## config.mk

```make
export PLATFORM = sky130hd
export DESIGN_NAME = mem_access_unit_flat
export DESIGN_NICKNAME = d
export VERILOG_FILES = /design/src/rtl/mau_pkg.sv /design/src/rtl/mem_access_unit_if.sv /design/src/rtl/load_align.sv /design/src/rtl/mem_access_unit.sv /design/src/flat_wrapper.sv
export SDC_FILE = /design/constraint.sdc
export NUM_CORES = 1
export LEC_CHECK = 0
export ABC_AREA = 1
export BUFFER_PORTS_ARGS = -buffer_cell sky130_fd_sc_hd__clkbuf_2
export CAP_MARGIN = 20
export CORE_MARGIN = 2
export CORE_UTILIZATION = 50
export CTS_BUF_LIST = sky130_fd_sc_hd__clkbuf_16
export CTS_CLUSTER_SIZE = 24
export DETAILED_ROUTE_END_ITERATION = 16
export PLACE_DENSITY = 0.84
export SLEW_MARGIN = 20
export SYNTH_ARGS = -nofsm -noshare
export SYNTH_HDL_FRONTEND = slang
export SYNTH_SLANG_ARGS = --single-unit
```

## constraint.sdc

```tcl
create_clock -name clk -period 3.2 [get_ports clk]
set_clock_uncertainty 0.15 [all_clocks]
set_input_delay 0.64 -clock clk [delete_from_list [all_inputs] [get_ports clk]]
set_output_delay 0.64 -clock clk [all_outputs]
set_load 0.1 [all_outputs]
```

## src/rtl/mau_pkg.sv

```systemverilog
// rtl/mau_pkg.sv - shared state, size and byte-enable definitions for mem_access_unit
package mau_pkg;

    typedef enum logic [1:0] {
        ST_IDLE   = 2'd0,
        ST_ACCESS = 2'd1,
        ST_RESP   = 2'd2
    } mau_state_e;

    localparam logic [1:0] SZ_BYTE = 2'b00;
    localparam logic [1:0] SZ_HALF = 2'b01;
    localparam logic [1:0] SZ_WORD = 2'b10;
    localparam logic [1:0] SZ_RSVD = 2'b11;

    localparam logic [3:0] BE_NONE    = 4'b0000;
    localparam logic [3:0] BE_WORD    = 4'b1111;
    localparam logic [3:0] BE_HALF_LO = 4'b0011;
    localparam logic [3:0] BE_HALF_HI = 4'b1100;
    localparam logic [3:0] BE_BYTE    = 4'b0001;

    function automatic logic [3:0] be_decode(input logic [1:0] size, input logic [1:0] addr_lo);
        case (size)
            SZ_BYTE: be_decode = BE_BYTE << addr_lo;
            SZ_HALF: be_decode = addr_lo[1] ? BE_HALF_HI : BE_HALF_LO;
            default: be_decode = BE_WORD;
        endcase
    endfunction

    function automatic logic is_misaligned(input logic [1:0] size, input logic [1:0] addr_lo);
        case (size)
            SZ_BYTE: is_misaligned = 1'b0;
            SZ_HALF: is_misaligned = addr_lo[0];
            default: is_misaligned = (addr_lo != 2'b00);
        endcase
    endfunction

    // Low address bits with the sub-size offset forced to natural alignment.
    function automatic logic [1:0] align_lo(input logic [1:0] size, input logic [1:0] addr_lo);
        case (size)
            SZ_BYTE: align_lo = addr_lo;
            SZ_HALF: align_lo = {addr_lo[1], 1'b0};
            default: align_lo = 2'b00;
        endcase
    endfunction

endpackage

```

## src/rtl/mem_access_unit_if.sv

```systemverilog
// rtl/mem_access_unit_if.sv - request/response and data-memory signals of mem_access_unit
interface mem_access_unit_if;

    logic        req_valid;
    logic        req_ready;
    logic        req_wr;
    logic [1:0]  req_size;
    logic        req_unsigned;
    logic [31:0] req_addr;
    logic [31:0] req_wdata;

    logic        resp_valid;
    logic [31:0] resp_rdata;
    logic        resp_err;

    logic        dm_we;
    logic [9:0]  dm_addr;
    logic [3:0]  dm_be;
    logic [31:0] dm_din;
    logic [31:0] dm_dout;

    modport master (
        output req_valid, req_wr, req_size, req_unsigned, req_addr, req_wdata, dm_dout,
        input  req_ready, resp_valid, resp_rdata, resp_err, dm_we, dm_addr, dm_be, dm_din
    );

    modport slave (
        input  req_valid, req_wr, req_size, req_unsigned, req_addr, req_wdata, dm_dout,
        output req_ready, resp_valid, resp_rdata, resp_err, dm_we, dm_addr, dm_be, dm_din
    );

endinterface

```

## src/rtl/load_align.sv

```systemverilog
// rtl/load_align.sv - selects the addressed byte/half of a memory word and extends it to 32 bits
module load_align
    import mau_pkg::*;
(
    input  logic [31:0] i_dm_dout,
    input  logic [1:0]  i_addr_lo,
    input  logic [1:0]  i_size,
    input  logic        i_unsigned,
    output logic [31:0] o_data
);

    logic [7:0]  w_byte;
    logic [15:0] w_half;

    always_comb begin
        w_byte = 8'h00;
        case (i_addr_lo)
            2'd0:    w_byte = i_dm_dout[7:0];
            2'd1:    w_byte = i_dm_dout[15:8];
            2'd2:    w_byte = i_dm_dout[23:16];
            default: w_byte = i_dm_dout[31:24];
        endcase
        w_half = i_addr_lo[1] ? i_dm_dout[31:16] : i_dm_dout[15:0];
    end

    always_comb begin
        o_data = i_dm_dout;
        case (i_size)
            SZ_BYTE: o_data = {{24{~i_unsigned & w_byte[7]}}, w_byte};
            SZ_HALF: o_data = {{16{~i_unsigned & w_half[15]}}, w_half};
            default: o_data = i_dm_dout;
        endcase
    end

endmodule

```

## src/rtl/mem_access_unit.sv

```systemverilog
// rtl/mem_access_unit.sv - load/store unit, 3-cycle IDLE/ACCESS/RESP sequence; MEM_ACCESS_MISALIGN_TRAP_EN enables misalignment trapping
module mem_access_unit
    import mau_pkg::*;
(
    input  logic             clk,
    input  logic             rst_n,
    mem_access_unit_if.slave bus
);

    mau_state_e  r_state;
    logic [11:0] r_addr;
    logic [1:0]  r_size;
    logic        r_wr;
    logic        r_unsigned;
    logic [31:0] r_wdata;
    logic        r_resp_valid;
    logic [31:0] r_resp_rdata;
    logic        r_resp_err;

    logic [1:0]  w_size;
    logic [11:0] w_addr;
    logic [31:0] w_load_data;
    logic        w_unused;

    assign w_unused = ^bus.req_addr[31:12];

    // Reserved size behaves exactly like a word from acceptance onwards.
    assign w_size = (bus.req_size == SZ_RSVD) ? SZ_WORD : bus.req_size;

`ifdef MEM_ACCESS_MISALIGN_TRAP_EN
    logic w_misaligned;
    assign w_misaligned = is_misaligned(w_size, bus.req_addr[1:0]);
    assign w_addr       = bus.req_addr[11:0];
`else
    assign w_addr = {bus.req_addr[11:2], align_lo(w_size, bus.req_addr[1:0])};
`endif

    load_align u_load_align (
        .i_dm_dout  (bus.dm_dout),
        .i_addr_lo  (r_addr[1:0]),
        .i_size     (r_size),
        .i_unsigned (r_unsigned),
        .o_data     (w_load_data)
    );

    always_ff @(posedge clk or negedge rst_n) begin
        if (!rst_n) begin
            r_state      <= ST_IDLE;
            r_addr       <= '0;
            r_size       <= SZ_BYTE;
            r_wr         <= 1'b0;
            r_unsigned   <= 1'b0;
            r_wdata      <= '0;
            r_resp_valid <= 1'b0;
            r_resp_rdata <= '0;
            r_resp_err   <= 1'b0;
        end else begin
            case (r_state)
                ST_IDLE: begin
                    if (bus.req_valid) begin
                        r_addr     <= w_addr;
                        r_size     <= w_size;
                        r_wr       <= bus.req_wr;
                        r_unsigned <= bus.req_unsigned;
                        r_wdata    <= bus.req_wdata;
                        r_state    <= ST_ACCESS;
`ifdef MEM_ACCESS_MISALIGN_TRAP_EN
                        if (w_misaligned) begin
                            r_state      <= ST_RESP;
                            r_resp_valid <= 1'b1;
                            r_resp_rdata <= '0;
                            r_resp_err   <= 1'b1;
                        end
`endif
                    end
                end
                ST_ACCESS: begin
                    r_state      <= ST_RESP;
                    r_resp_valid <= 1'b1;
                    r_resp_rdata <= r_wr ? 32'h0 : w_load_data;
                    r_resp_err   <= 1'b0;
                end
                ST_RESP: begin
                    r_state      <= ST_IDLE;
                    r_resp_valid <= 1'b0;
                    r_resp_rdata <= '0;
                    r_resp_err   <= 1'b0;
                end
                default: begin
                    r_state      <= ST_IDLE;
                    r_resp_valid <= 1'b0;
                end
            endcase
        end
    end

    // dm_we decodes straight from state so an async reset drops it at once.
    assign bus.req_ready  = (r_state == ST_IDLE);
    assign bus.dm_we      = (r_state == ST_ACCESS) && r_wr;
    assign bus.dm_be      = (r_state == ST_ACCESS) ? be_decode(r_size, r_addr[1:0]) : BE_NONE;
    assign bus.dm_addr    = r_addr[11:2];
    assign bus.dm_din     = r_wdata;
    assign bus.resp_valid = r_resp_valid;
    assign bus.resp_rdata = r_resp_rdata;
    assign bus.resp_err   = r_resp_err;

endmodule

```

## src/flat_wrapper.sv

```systemverilog
// flat-port wrapper written by rule: the top's interface ports become plain ports
module mem_access_unit_flat import mau_pkg::*;
  (clk, rst_n, bus_req_valid, bus_req_wr, bus_req_size, bus_req_unsigned, bus_req_addr, bus_req_wdata, bus_dm_dout, bus_req_ready, bus_resp_valid, bus_resp_rdata, bus_resp_err, bus_dm_we, bus_dm_addr, bus_dm_be, bus_dm_din);
  mem_access_unit_if bus_i ();
  input  logic clk;
  input  logic rst_n;
  input wire logic [$bits(bus_i.req_valid)-1:0] bus_req_valid;
  input wire logic [$bits(bus_i.req_wr)-1:0] bus_req_wr;
  input wire logic [$bits(bus_i.req_size)-1:0] bus_req_size;
  input wire logic [$bits(bus_i.req_unsigned)-1:0] bus_req_unsigned;
  input wire logic [$bits(bus_i.req_addr)-1:0] bus_req_addr;
  input wire logic [$bits(bus_i.req_wdata)-1:0] bus_req_wdata;
  input wire logic [$bits(bus_i.dm_dout)-1:0] bus_dm_dout;
  output wire logic [$bits(bus_i.req_ready)-1:0] bus_req_ready;
  output wire logic [$bits(bus_i.resp_valid)-1:0] bus_resp_valid;
  output wire logic [$bits(bus_i.resp_rdata)-1:0] bus_resp_rdata;
  output wire logic [$bits(bus_i.resp_err)-1:0] bus_resp_err;
  output wire logic [$bits(bus_i.dm_we)-1:0] bus_dm_we;
  output wire logic [$bits(bus_i.dm_addr)-1:0] bus_dm_addr;
  output wire logic [$bits(bus_i.dm_be)-1:0] bus_dm_be;
  output wire logic [$bits(bus_i.dm_din)-1:0] bus_dm_din;
  assign bus_i.req_valid = bus_req_valid;
  assign bus_i.req_wr = bus_req_wr;
  assign bus_i.req_size = bus_req_size;
  assign bus_i.req_unsigned = bus_req_unsigned;
  assign bus_i.req_addr = bus_req_addr;
  assign bus_i.req_wdata = bus_req_wdata;
  assign bus_i.dm_dout = bus_dm_dout;
  assign bus_req_ready = bus_i.req_ready;
  assign bus_resp_valid = bus_i.resp_valid;
  assign bus_resp_rdata = bus_i.resp_rdata;
  assign bus_resp_err = bus_i.resp_err;
  assign bus_dm_we = bus_i.dm_we;
  assign bus_dm_addr = bus_i.dm_addr;
  assign bus_dm_be = bus_i.dm_be;
  assign bus_dm_din = bus_i.dm_din;
  mem_access_unit u_core (.clk(clk), .rst_n(rst_n), .bus(bus_i));
endmodule
```

# Word level (Yosys, flattened, before mapping)
# Cells that the tools add are included.
# totals
regBits	83
inputBits	103
output_inout_bits	82
wordCells	40
# op_classes
n_eq_ne	8
shifts	1
muxes	13
bitwise_logic	3
reduce_logical	7
# ops
cell	count
32-bit one-hot mux with 2 select lines	2
32-bit 2-to-1 mux	1
8-bit one-hot mux with 3 select lines	1
16-bit 2-to-1 mux	1
2-bit by 1-bit == test with 1-bit output (second input constant)	4
2-bit logical NOT	4
4-bit 2-to-1 mux	2
2-bit one-hot mux with 2 select lines	2
4-bit one-hot mux with 2 select lines	1
2-bit == test (second input constant)	3
2-bit 2-to-1 mux	2
1-bit by 2-bit << shifter with 4-bit output (first input constant)	1
1-bit bitwise AND	2
2-bit != test (second input constant)	1
1-bit one-hot mux with 2 select lines	1
2-bit AND reduction	1
2-bit nonzero test	1
1-bit logical AND	1
1-bit NOT	1

# Depth between registers and ports, before layout
# logic_depth
depth_word	6
depth_mapped	10
mapped_depth_nobuf	8

# Hierarchy
# Synthesis repeated with hierarchy kept, for this count alone.
# hier_totals
hier_cells	543
hier_area_um2	4299.1
# by_module_without_submodules
mod	n_inst	cells_per_inst	area_per_inst_um2
mem_access_unit	1	386	3420.8
load_align	1	157	878.3

# Worst setup path after synthesis
# Ideal clock, no wire load.
# synth_path
path_kind	reg2out
start	register u_core.r_size[0]
end	output port bus_dm_be[1]
t_arrival_ns	3.216
required_time_ns	2.410
setup_slack_ns	-0.806
path_stages_with_launch	8
path_cell_list	dfrtp_1 inv_1 nor2_4 buf_4 nand2_1 buf_2 inv_1 a211oi_1
# synth_between
elab_chain_len	3
elab_cells_between_ends	4
# synth_rtl
item	line_no	rtl
start: declaration	mem_access_unit.sv:12	logic [1:0] r_size;
start signal: assignment	mem_access_unit.sv:62	r_size <= w_size;
2-bit by 1-bit == test with 1-bit output / 2-bit logical NOT (equally long branches)	mau_pkg.sv:22	case (size)
4-bit one-hot mux with 2 select lines *	mau_pkg.sv:22	
4-bit 2-to-1 mux *	mem_access_unit.sv:100	assign bus.dm_be = (r_state == ST_ACCESS) ? be_decode(r_size, r_addr[1:0]) : BE_NONE;
end: declaration	flat_wrapper.sv:20	output wire logic [$bits(bus_i.dm_be)-1:0] bus_dm_be;
# Mark *: on every way between the ends. The rest lies on a longest branch, timed or not.

# Worst setup path after layout
# layout_path
start	register u_core.r_size[1]
end	output port bus_dm_be[0]
# The elaborated chain is that of the path after synthesis.

==> impl_metrics.py <==
metrics = {
    "setup_path": {
        "cp-start-kind": "flop",
        "worstPathArrival_ns": 2.22,
        "cp.required_ns": 2.41,
        "crit_path_cell_trace": "clkinv_2 > nand2_4 > inv_1 > o21ai_1 > nand2_1 > nor2_1 > buf_12",
        "crit_type": "reg -> out",
        "critPathSlowestCell": "dfrtp_1",
        "worst-path-buf-inv": 3,
        "path_delay_family": "buffers and inverters",
        "critPathCaptureType": "primary output",
        "crit-reg2reg-launch": "u_core.r_state[0]$_DFFE_PN0P_",
        "path_max_fanout": 20,
        "r2r_end": "u_core.r_size[0]$_DFFE_PN0P_",
        "rr_worst_depth": 7,
        "worst_path_largest_cell_delay_ns": 0.36,
        "r2r_slack_ns": 1.01,
    },
    "sta": {
        "relSlewSlack": 0.391,
        "min_period_over_period": 0.939,
        "worst_pin_slew_ns": 0.912,
        "setup_violations": 0,
        "rsz0062_at_grt": "no",
        "period_needed_ns": 3.01,
        "drv_slew": 0,
        "holdWs_ns": 0.197,
        "hold_viol_final": 0,
        "fmax_mhz": 333,
        "fin_setup_tns_ns": 0,
        "setup_slack_ns": 0.195,
    },
    "clock_network": {
        "hold_buffers": 0,
        "cts_resized": 0,
        "post-cts-setup-buffers": 0,
        "clk-insertion-delay-late_ns": 0.33,
        "cts_root_buf": "clkbuf_16",
        "cts_tree": "built",
        "clockBufferDepth": 2,
        "cts.sinks": 83,
        "htreeDepth": 3,
        "clk_pin_slew_ns": 0.06,
        "numCtsBuffers": 9,
    },
    "routing": {
        "postRouteAntennaNets": 0,
        "wl_um": 10500,
        "routed_via_density": 4.92,
        "via_count": 3834,
        "wire_per_inst_um": 13.4,
        "drc": 0,
        "drtIter0Drc": 206,
        "dr.pass1.iters": 5,
    },
    "floorplan": {
        "rows": 33,
        "die_area_mm2": 0.00900,
        "pin_count": 185,
        "initial_core_util": 0.510,
        "dieHeight_um": 94.9,
        "core_area_mm2": 0.00809,
        "fp.dieW_um": 94.9,
    },
    "grt": {
        "grt-ovfl-total": 0,
        "grt_usage": 0.239,
        "grt_pass1_wl_um": 16600,
        "grt_max_degree": 84,
        "grt_pass1_vias": 3688,
        "antenna_found_initial": 0,
    },
    "synthesis": {
        "synth.distinct_cells": 30,
        "ys_ff_latch": 83,
        "synth-seq-area-share": 0.503,
        "syn_inst": 529,
        "synth.net_count": 635,
        "syn_area_mm2": 0.00413,
        "yosysWarnings": 0,
        "synth.avg_cell_area_um2": 7.81,
    },
    "cells_and_area": {
        "antenna_cells": 0,
        "area_growth_pct": 25.6,
        "drive_above_1_share": 0.316,
        "fillers": 705,
        "nNetsFinal": 776,
    },
    "placed_design": {
        "portBuffers": 163,
        "gp_congestion": 0.932,
        "preCtsSetupSlack_ns": 0.571,
        "hpwl_um": 7600,
    },
    "status": {
        "status": "finished clean",
    },
    "job": {
        "maxCapViolCount": 0,
    },
    "hold_path": {
        "min_path_type": "in -> async",
    },
}
cells by family after synthesis:
group,count (synthesis),synth area share
simple gates,327,0.331
flops,83,0.503
buf+inv,70,0.0966
compound gates,45,0.0591
fa+ha+maj,3,0.00909
other cells,1,0.000908
cell usage in the layout, fill, tap and decap left out:
cell type / synthesis / layout
buf_4: 12 / 5
clkinv_2: 1 / 1
o21ai_1: 2 / 2
inv_1: 32 / 33
conb_1: 1 / 1
o32ai_1: 1 / 1
clkinvlp_4: 0 / 3
or2_2: 1 / 1
o21ai_2: 1 / 1
clkinv_1: 0 / 1
inv_6: 0 / 1
clkbuf_2: 0 / 158
nand2_1: 251 / 251
nand3_2: 1 / 1
nand2_4: 1 / 1
nor2_1: 21 / 21
nand3_4: 2 / 2
buf_6: 3 / 1
nor2_4: 1 / 1
a211oi_2: 0 / 1
o21ai_0: 15 / 15
ha_1: 3 / 3
dfrtp_1: 83 / 83
clkbuf_16: 0 / 9
nor2_2: 2 / 2
o22ai_1: 7 / 7
bufinv_16: 0 / 1
a21oi_1: 18 / 18
nand2_2: 21 / 21
buf_12: 1 / 3
nand3_1: 26 / 26
state kept, by name (all words and copies together) (netlist names):
name	count
u_core.bus.dm_din	32
u_core.bus.resp_rdata	32
u_core.r_addr	12
u_core.r_size	2
u_core.r_state	2
u_core.bus.resp_valid	1
u_core.r_unsigned	1
u_core.r_wr	1
cells in the mapped netlist:
| master | instances | area share |
|---|---|---|
| ha_1 | 3 | 0.0091 |
| dlygate4sd1_1 | 1 | 0.0021 |
| buf_6 | 3 | 0.0082 |
| o21ai_2 | 1 | 0.0021 |
| a211oi_1 | 1 | 0.0018 |
| nand2_4 | 1 | 0.0027 |
| o22ai_1 | 7 | 0.011 |
| o21ai_1 | 2 | 0.0024 |
| buf_2 | 5 | 0.0061 |
| buf_1 | 1 | 0.00091 |
| inv_1 | 32 | 0.029 |
| clkinv_2 | 1 | 0.0012 |
| nand3_2 | 1 | 0.0024 |
| o21ai_0 | 15 | 0.018 |
| nand2_2 | 21 | 0.032 |
| nand3_1 | 26 | 0.032 |
| or2_2 | 1 | 0.0015 |
| conb_1 | 1 | 0.00091 |
| nor2_2 | 2 | 0.0030 |
| a21oi_1 | 18 | 0.022 |
| clkbuf_1 | 10 | 0.0091 |
| buf_4 | 12 | 0.022 |
| nor2_1 | 21 | 0.019 |
| dfrtp_1 | 83 | 0.50 |
| nor2_4 | 1 | 0.0027 |
| buf_12 | 1 | 0.0048 |
| clkbuf_8 | 4 | 0.013 |
| nand3_4 | 2 | 0.0085 |
| nand2_1 | 251 | 0.23 |
| o32ai_1 | 1 | 0.0021 |
worst register-to-register path: cells and delay by family (launching register included):
| kind | cells | cell delay [ns] |
|---|---|---|
| simple gates | 1 | 0.10 |
| compound gates | 1 | 0.13 |
| fa+ha+maj | 1 | 0.25 |
| flops | 1 | 0.39 |
| buf+inv | 4 | 1.05 |
how the worst max path moves through the flow:
stage | startpoint | end | slack, ns | cells after the start
floorplan | u_core.r_size[1]$_DFFE_PN0P_ | bus_dm_be[2] | 0.1 | 6
global placement | u_core.r_size[1]$_DFFE_PN0P_ | bus_dm_be[0] | 0.58 | 7
detailed placement | u_core.r_size[1]$_DFFE_PN0P_ | bus_dm_be[0] | 0.57 | 7
CTS | u_core.r_size[1]$_DFFE_PN0P_ | bus_dm_be[0] | 0.20 | 7
global route | u_core.r_size[1]$_DFFE_PN0P_ | bus_dm_be[0] | 0.05 | 7
finish | u_core.r_size[1]$_DFFE_PN0P_ | bus_dm_be[0] | 0.19 | 7
area by class of cell:
class,instances,area [um2],share of cell area
clock inverters,7,68.8,0.0133
flip-flops and latches,83,2080,0.400
inverters,33,125,0.0241
well taps,105,131,0.0253
repair buffers,167,900,0.173
multi-input cells,376,1660,0.320
clock buffers,9,225,0.0434
metal layers:
metal / up-vias / share of wire / GRT usage
met1: 1715 / 0.42 / 0.302
met4: 0 / 0.019 / 0.112
met2: 209 / 0.47 / 0.390
met3: 18 / 0.098 / 0.0527
met5: - / 0 / 0
li1: 1892 / - / -
through the flow:
stage / cells / utilization / instance area (um2)
floorplan: 529 / - / 4140
global placement: 764 / 0.604 / 4890
detailed placement: 764 / 0.604 / 4890
CTS: 780 / 0.640 / 5180
global route: 780 / 0.641 / 5190
finish: 780 / 0.641 / 5190
Power is left out: the tool's default activity adds up to more than one toggle a clock period on the data nets, which glitch-free logic cannot reach.
